`src/rtl/ak4619_cfg_seq.sv`:
```
// AK4619 codec bring-up sequencer: holds pdn for a tick count, waits, then replays a
// (register, value) table over a byte-level I2C master; afterwards accepts single runtime writes.
//
// state    | meaning
// PDN_HOLD | pdn low, counting tick pulses
// WAKE     | pdn high, counting tick pulses before the first transaction
// FETCH    | waiting on the table read, then latching {reg, value}
// START    | presenting START
// ADDR     | presenting WRITE {DEV_ADDR, 0}
// REG      | presenting WRITE register address
// DATA     | presenting WRITE value
// STOP     | presenting STOP
// WAIT_RSP | one command accepted, waiting for its response
// READY    | init complete, runtime write port open
// FAULT    | init transaction exhausted its retries; parked until rst

module ak4619_cfg_seq #(
    parameter logic [6:0] DEV_ADDR   = 7'h10,
    parameter int         N_REGS     = 21,
    parameter int         PDN_TICKS  = 20000,
    parameter int         WAKE_TICKS = 16,
    parameter int         RETRIES    = 3
) (
    input  logic        clk,
    input  logic        rst,
    input  logic        tick,
    output logic        pdn,
    output logic [5:0]  rom_addr,
    input  logic [15:0] rom_data,
    output logic        cmd_valid,
    input  logic        cmd_ready,
    output logic [1:0]  cmd_kind,
    output logic [7:0]  cmd_data,
    input  logic        rsp_valid,
    input  logic        rsp_nack,
    input  logic        wr_valid,
    output logic        wr_ready,
    input  logic [7:0]  wr_reg,
    input  logic [7:0]  wr_data,
    output logic        cfg_done,
    output logic        busy,
    output logic        error
);

    localparam int CNT_MAX = (PDN_TICKS > WAKE_TICKS) ? PDN_TICKS : WAKE_TICKS;
    localparam int CW      = $clog2(CNT_MAX + 1);
    localparam int RW      = $clog2(RETRIES + 2);

    localparam logic [CW-1:0] PDN_LAST   = CW'(PDN_TICKS - 1);
    localparam logic [CW-1:0] WAKE_LAST  = CW'(WAKE_TICKS - 1);
    localparam logic [RW-1:0] RETRY_LAST = RW'(RETRIES);
    localparam logic [5:0]    LAST_ENTRY = 6'(N_REGS - 1);

    localparam logic [3:0] S_PDN_HOLD = 4'd0;
    localparam logic [3:0] S_WAKE     = 4'd1;
    localparam logic [3:0] S_FETCH    = 4'd2;
    localparam logic [3:0] S_START    = 4'd3;
    localparam logic [3:0] S_ADDR     = 4'd4;
    localparam logic [3:0] S_REG      = 4'd5;
    localparam logic [3:0] S_DATA     = 4'd6;
    localparam logic [3:0] S_STOP     = 4'd7;
    localparam logic [3:0] S_WAIT_RSP = 4'd8;
    localparam logic [3:0] S_READY    = 4'd9;
    localparam logic [3:0] S_FAULT    = 4'd10;

    logic [3:0]    state_q, state_d;
    logic [3:0]    pend_q, pend_d;
    logic [CW-1:0] cnt_q, cnt_d;
    logic [RW-1:0] retry_q, retry_d;
    logic          nack_q, nack_d;
    logic          fetch_wait_q, fetch_wait_d;
    logic [5:0]    rom_addr_q, rom_addr_d;
    logic [7:0]    reg_q, reg_d;
    logic [7:0]    val_q, val_d;
    logic          cfg_done_q, cfg_done_d;
    logic          error_q, error_d;

    always_comb begin
        state_d      = state_q;
        pend_d       = pend_q;
        cnt_d        = cnt_q;
        retry_d      = retry_q;
        nack_d       = nack_q;
        fetch_wait_d = fetch_wait_q;
        rom_addr_d   = rom_addr_q;
        reg_d        = reg_q;
        val_d        = val_q;
        cfg_done_d   = cfg_done_q;
        error_d      = error_q;
        case (state_q)
            S_PDN_HOLD: if (tick) begin
                if (cnt_q == PDN_LAST) begin
                    cnt_d   = '0;
                    state_d = S_WAKE;
                end else begin
                    cnt_d = cnt_q + CW'(1);
                end
            end
            S_WAKE: if (tick) begin
                if (cnt_q == WAKE_LAST) begin
                    cnt_d        = '0;
                    rom_addr_d   = '0;
                    fetch_wait_d = 1'b1;
                    state_d      = S_FETCH;
                end else begin
                    cnt_d = cnt_q + CW'(1);
                end
            end
            S_FETCH: begin
                // first cycle lets the table read settle after rom_addr moved
                if (fetch_wait_q) begin
                    fetch_wait_d = 1'b0;
                end else begin
                    reg_d   = rom_data[15:8];
                    val_d   = rom_data[7:0];
                    retry_d = '0;
                    nack_d  = 1'b0;
                    state_d = S_START;
                end
            end
            S_START, S_ADDR, S_REG, S_DATA, S_STOP: if (cmd_ready) begin
                pend_d  = state_q;
                state_d = S_WAIT_RSP;
            end
            S_WAIT_RSP: if (rsp_valid) begin
                case (pend_q)
                    S_START: state_d = S_ADDR;
                    S_ADDR:  state_d = rsp_nack ? S_STOP : S_REG;
                    S_REG:   state_d = rsp_nack ? S_STOP : S_DATA;
                    S_DATA:  state_d = S_STOP;
                    S_STOP: begin
                        if (nack_q) begin
                            nack_d = 1'b0;
                            if (retry_q == RETRY_LAST) begin
                                error_d = 1'b1;
                                retry_d = '0;
                                state_d = cfg_done_q ? S_READY : S_FAULT;
                            end else begin
                                retry_d = retry_q + RW'(1);
                                state_d = S_START;
                            end
                        end else begin
                            retry_d = '0;
                            if (cfg_done_q) begin
                                state_d = S_READY;
                            end else if (rom_addr_q == LAST_ENTRY) begin
                                cfg_done_d = 1'b1;
                                state_d    = S_READY;
                            end else begin
                                rom_addr_d   = rom_addr_q + 6'd1;
                                fetch_wait_d = 1'b1;
                                state_d      = S_FETCH;
                            end
                        end
                    end
                    default: state_d = S_PDN_HOLD;
                endcase
                if (rsp_nack && (pend_q == S_ADDR || pend_q == S_REG || pend_q == S_DATA)) begin
                    nack_d = 1'b1;
                end
            end
            S_READY: if (wr_valid) begin
                reg_d   = wr_reg;
                val_d   = wr_data;
                retry_d = '0;
                nack_d  = 1'b0;
                state_d = S_START;
            end
            S_FAULT: state_d = S_FAULT;
            default: state_d = S_PDN_HOLD;
        endcase
    end

    always_ff @(posedge clk) begin
        if (rst) begin
            state_q      <= S_PDN_HOLD;
            pend_q       <= S_PDN_HOLD;
            cnt_q        <= '0;
            retry_q      <= '0;
            nack_q       <= 1'b0;
            fetch_wait_q <= 1'b0;
            rom_addr_q   <= '0;
            reg_q        <= '0;
            val_q        <= '0;
            cfg_done_q   <= 1'b0;
            error_q      <= 1'b0;
        end else begin
            state_q      <= state_d;
            pend_q       <= pend_d;
            cnt_q        <= cnt_d;
            retry_q      <= retry_d;
            nack_q       <= nack_d;
            fetch_wait_q <= fetch_wait_d;
            rom_addr_q   <= rom_addr_d;
            reg_q        <= reg_d;
            val_q        <= val_d;
            cfg_done_q   <= cfg_done_d;
            error_q      <= error_d;
        end
    end

    always_comb begin
        cmd_kind = 2'd0;
        cmd_data = 8'h00;
        case (state_q)
            S_ADDR: begin cmd_kind = 2'd1; cmd_data = {DEV_ADDR, 1'b0}; end
            S_REG:  begin cmd_kind = 2'd1; cmd_data = reg_q; end
            S_DATA: begin cmd_kind = 2'd1; cmd_data = val_q; end
            S_STOP: cmd_kind = 2'd2;
            default: ;
        endcase
    end

    assign cmd_valid = (state_q == S_START) || (state_q == S_ADDR) || (state_q == S_REG) ||
                       (state_q == S_DATA) || (state_q == S_STOP);
    assign pdn       = (state_q != S_PDN_HOLD);
    assign rom_addr  = rom_addr_q;
    assign wr_ready  = (state_q == S_READY);
    assign busy      = (state_q != S_READY) && (state_q != S_FAULT);
    assign cfg_done  = cfg_done_q;
    assign error     = error_q;

endmodule

```
`config.mk`:
```
export PLATFORM = sky130hd
export DESIGN_NAME = ak4619_cfg_seq
export DESIGN_NICKNAME = d
export VERILOG_FILES = /design/src/rtl/ak4619_cfg_seq.sv
export SDC_FILE = /design/constraint.sdc
export NUM_CORES = 1
export LEC_CHECK = 0
export ABC_AREA = 1
export BUFFER_PORTS_ARGS = -buffer_cell sky130_fd_sc_hd__buf_2
export CAP_MARGIN = 30
export CORE_UTILIZATION = 45
export DETAILED_ROUTE_END_ITERATION = 6
export GPL_TIMING_DRIVEN = 0
export PLACE_DENSITY = 0.77
export SYNTH_ARGS = -nofsm -noshare
export SYNTH_HDL_FRONTEND = slang
export SYNTH_SLANG_ARGS = --single-unit
```
`constraint.sdc`:
```
create_clock -name clk -period 1.4 [get_ports clk]
set_clock_uncertainty 0.05 [all_clocks]
set_input_delay 0.28 -clock clk [delete_from_list [all_inputs] [get_ports clk]]
set_output_delay 0.28 -clock clk [all_outputs]
set_load 0.02 [all_outputs]
```
=== Yosys cells after proc, flatten, opt, wreduce, memory -nomap -nowiden ===
Index checks and enable logic that the tools add are counted.

* Flip-flop bits (word level): 52
* Bits of input ports: 39
* Output and inout port bits: 22

* Add/subtract/negate cells: 3
* Equality and inequality tests: 34
* Multiplexer cells: 61
* Bitwise gates (word level): 1
* Reductions and logical operators: 27

{| class="wikitable"
|+ Operator list
! operator !! count
|-
| 15-bit 2-to-1 mux || 4
|-
| 4-bit 2-to-1 mux || 12
|-
| 6-bit 2-to-1 mux || 7
|-
| 4-bit by 3-bit equality test with 1-bit output, second input constant || 8
|-
| 8-bit 2-to-1 mux || 4
|-
| 8-bit case mux with 2 select lines || 2
|-
| 15-bit case mux with 2 select lines || 1
|-
| 4-bit case mux with 7 select lines || 1
|-
| 8-bit case mux with 3 select lines || 1
|-
| 8-bit AND reduction || 3
|-
| 2-bit != test, second input constant || 11
|-
| 4-bit case mux with 5 select lines || 1
|-
| 3-bit 2-to-1 mux || 6
|-
| 15-bit by 1-bit adder with 15-bit output, second input constant || 1
|-
| 15-bit equality test, second input constant || 1
|-
| 15-bit by 4-bit equality test with 1-bit output, second input constant || 1
|-
| 1-bit 2-to-1 mux || 15
|-
| 5-bit AND reduction || 3
|-
| 4-bit by 2-bit equality test with 1-bit output, second input constant || 3
|-
| 4-bit equality test, second input constant || 3
|-
| 6-bit case mux with 2 select lines || 1
|-
| 3-bit case mux with 3 select lines || 1
|-
| 4-bit != test, second input constant || 2
|-
| 6-bit by 1-bit adder with 6-bit output, second input constant || 1
|-
| other kinds (21) || 33
|}

=== Depth between registers and ports, before layout ===
* Depth in word-level cells: 7
* Mapped depth: 12
* Gate-level depth less buffers: 12

=== Worst setup path before layout ===
No wires, ideal clock.

* Path kind: flip-flop to output port
* Start point: register state_q[2]
* End point: output cmd_data[5]
* Data arrival time: 1.316 ns
* Setup slack: -0.246 ns
* Stages on the path, launching flop included: 5
* Cells stage by stage: dfxtp_1 > inv_2 > nor2_1 > nand2_1 > o221ai_1

* Cells in the longest elaborated chain, start to end: 2
* Elaborated cells on any way between the ends: 4
* Those cells by class: eq/ne: 3; mux: 1

{| class="wikitable"
|+ RTL lines
! what !! line !! text
|-
| start, declared || 66 || <nowiki>logic [3:0] state_q, state_d;</nowiki>
|-
| start signal, assigned || 188 || <nowiki>state_q <= state_d;</nowiki>
|-
| 4-bit by 3-bit equality test with 1-bit output || 205 || <nowiki>case (state_q)</nowiki>
|-
| 8-bit case mux with 3 select lines * || 205 ||
|-
| end, declared || 33 || <nowiki>output logic [7:0] cmd_data,</nowiki>
|}

Mark *: on every way between the ends. The rest lies on a longest branch, timed or not.

=== Final worst setup path ===
* Start point: register state_q[1]
* End point: output cmd_data[0]

The elaborated chain is that of the path after synthesis.

==> results.yml <==
outcome:
  status: "finished with violations"
  violations: "DRC, setup timing"
worst_setup_path:
  critPathKind: "flop to output port"
  cp.required_ps: 1070
  start_kind: "flop"
  worst_path_max_delay_cell: "dfxtp_4"
  cp_max_fo: 8
  r2r-start: "state_q[1]"
  rrSetupSlack_ps: -360
  crit_cells: 5
  crit_end: "cmd_data[0]"
  cp.arrival_ps: 1470
  reg2reg_to: "state_q[3]"
  end_kind: "output port"
  crit_chain: "inv_4, nor2_4, nand2_8, o22ai_4, buf_6"
  crit_buf_inv: 2
  worst_path_largest_cell_delay_ps: 390
  startpoint: "state_q[1]"
  crit_family: "flip-flops"
  reg2reg_depth: 10
final_layout:
  fin_nets: 641
  syn_to_final_growth_pct: 57.41
  design_area_sq_um: 4851
  antennaDiodeCount: 0
  drive_gt1_share_pct: 45.58
  fin_cells: 676
synth:
  synth_common_cells: "141 x nand2_1, 65 x nor2_1, 52 x dfxtp_1"
  avgSynthCellArea_sq_um: 6.394
  synth_area_leaders: "dfxtp_1 34%, nand2_1 17%, nor2_1 7.9%"
  yosysMostFrequentCell: "nand2_1"
  synth-compound-area-share_pct: 13.03
  synth_top_cell_area_share_pct: 33.78
  yosys_warnings: 0
  ys_seq_area_share_pct: 33.78
  ys_async_sr_fraction_pct: 0
  synth_simple_gate_area_share_pct: 39.59
  synth_xor_xnor_area_share_pct: 2.842
  synthFlopType: "dfxtp_1"
  synth_fp_nets: 525
  ys_ff_latch: 52
  syn_inst: 482
  yosysTopAreaCell: "dfxtp_1"
  synth-edff-count: 0
  synthesis.area_sq_um: 3082
  synthMuxAreaShare_pct: 0
  synthDistinctLibCells: 38
  synth_adder_area_share_pct: 1.624
  synth_top_family_by_area: "simple AND/OR/NAND/NOR gates"
sta:
  max_freq_ghz: 0.5550
  worst_pin_slew_ps: 843.5
  period_minus_slack_ps: 1802
  tns_ps: -15640
  relSlewSlack_pct: 43.77
  rsz0062_at_grt: "true"
  slew_violations: 0
  fin_crit_sh_pct: 128.7
  fin_ws_ps: -401.7
  setup_viol: 63
  hold_violations: 0
clock_network:
  clock_latency_ps: 320
  clk_path_buf_depth: 2
  clk_pin_slew_ps: 90
  cts_sinks: 52
  cts-root-buf: "clkbuf_8"
  hold_buffers: 0
  cts_buffers: 5
  cts_tree: "done"
  htree_levels: 2
die:
  core_sq_um: 6495
  die_area_sq_um: 7183
  die_height_um: 84.76
  io_pins: 61
  initial_utilization_pct: 47.45
  row_count: 29
  die_x_um: 84.76
placed_design:
  post_dp_cell_area_sq_um: 3595
  dp_cells: 619
  portBuffers: 60
  dp_hpwl_mm: 5.742
  place_congestion: 0.8899
routing:
  drt_iter0_drc: 288
  num_vias: 3841
  wl_mm: 11.56
  drc: 1
  firstDrtPassIters: 7
  postRouteAntennaNets: 0
  wl_per_cell_um: 17.10
  viasPerCell: 5.682
global_routing:
  grt_max_degree: 16
  grt_use_total_pct: 28.19
  antenna_found_initial: 0
  grt_overflow_total: 0
  grt_pass1_wl_mm: 16.12
  grt_pass1_vias: 3515
run:
  maxCapViolCount: 0
pwr:
  p_per_area_nw_per_um2: 541.7
  power_leakage_nw: 2.060
  max-vdd-ir-drop_v: 0.0003975
worst_hold_path:
  min_path_type: "input port to flop"
cells by family (layout without fill, tap and decap cells):
family / count (synthesis) / in the layout
compound gates: 73 / 73
fa+ha+maj: 4 / 4
xor+xnor: 10 / 10
flops: 52 / 52
buf+inv: 69 / 186
simple gates: 274 / 274
stage by stage:
step / power (mW) / util (%) / worst slack, ps / hold WS [ps]
2_1_floorplan: 1.588 / - / -67.28 / 308.7
3_3_place_gp: 1.666 / 55.35 / -284.2 / 399.4
3_5_place_dp: 1.668 / 55.35 / -329.2 / 411.0
4_1_cts: 2.605 / 70.22 / -350.8 / 116.8
5_1_grt: 2.725 / 74.69 / -452.4 / 124.9
6_report: 2.628 / 74.69 / -401.7 / 119.4
registers in the layout, indices dropped and copies added (netlist names):
signal        cells
cnt_q            15
reg_q             8
val_q             8
rom_addr          6
pend_q            4
state_q           4
retry_q           3
cfg_done          1
error             1
fetch_wait_q      1
nack_q            1
cells in the final DEF, fill, tap and decap left out, types with 4 or more instances in the layout:
cell	Yosys	routed
dfxtp_2	0	9
o21ai_2	0	15
nand2_2	5	17
nor3_1	8	6
buf_6	2	27
nand2_8	0	4
xor2_1	8	8
o21ai_4	1	4
nand2_4	2	9
nand2_1	141	118
clkbuf_8	0	6
nor2_2	4	4
dfxtp_1	52	36
buf_2	4	47
dfxtp_4	0	7
nor2_4	3	16
nor2_1	65	52
nand3_1	29	16
o22ai_4	0	6
inv_4	1	5
inv_2	8	7
inv_1	49	43
nand3_4	0	5
nand3_2	1	9
a21oi_2	0	14
nand4_1	7	7
buf_4	0	36
a21oi_1	38	24
area by class of cell:
| type | count | area (sq um) |
|---|---|---|
| Inverter | 59 | 250.2 |
| Multi-Input combinational cell | 361 | 2422 |
| Tap cell | 77 | 96.34 |
| Sequential cell | 52 | 1079 |
| Fill cell | 404 | 1644 |
| Timing Repair Buffer | 110 | 844.6 |
| Clock buffer | 6 | 82.58 |
| Buffer | 9 | 66.31 |
| Clock inverter | 2 | 10.01 |
routing by layer:
layer / GRT usage (%) / wire (um) / share of wire, %
met1: 34.06 / 4475 / 39
met3: 3.933 / 577 / 5.0
met5: 0 / 0 / 0
met2: 49.89 / 5862 / 51
met4: 12.33 / 642 / 5.6
worst min-delay path by stage:
stage / from / to / depth (start not counted)
after floorplan: rst / cnt_q[2] / 1
after global placement: error / error / 2
after detailed placement: retry_q[1] / retry_q[1] / 2
after CTS: rst / cnt_q[2] / 2
after global routing: rst / cnt_q[2] / 2
final: rst / cnt_q[2] / 2
power breakdown:
part	leakage [nW]	internal [mW]	total, mW	switching (mW)
Clock	0.0510	0.396	0.905	0.509
Combinational	1.58	0.108	0.247	0.138
Sequential	0.429	1.47	1.48	0.00605
Total	2.06	1.97	2.63	0.654
repair_timing:
action | 4_1_cts | 5_1_grt
gates resized for setup | 157 | 57
pin swaps | 43 | 21
endpoints found under the setup margin | 58 | 66
cloned | 2 | 0
buffers inserted | 36 | 14
(Power assumes the default switching activity.)
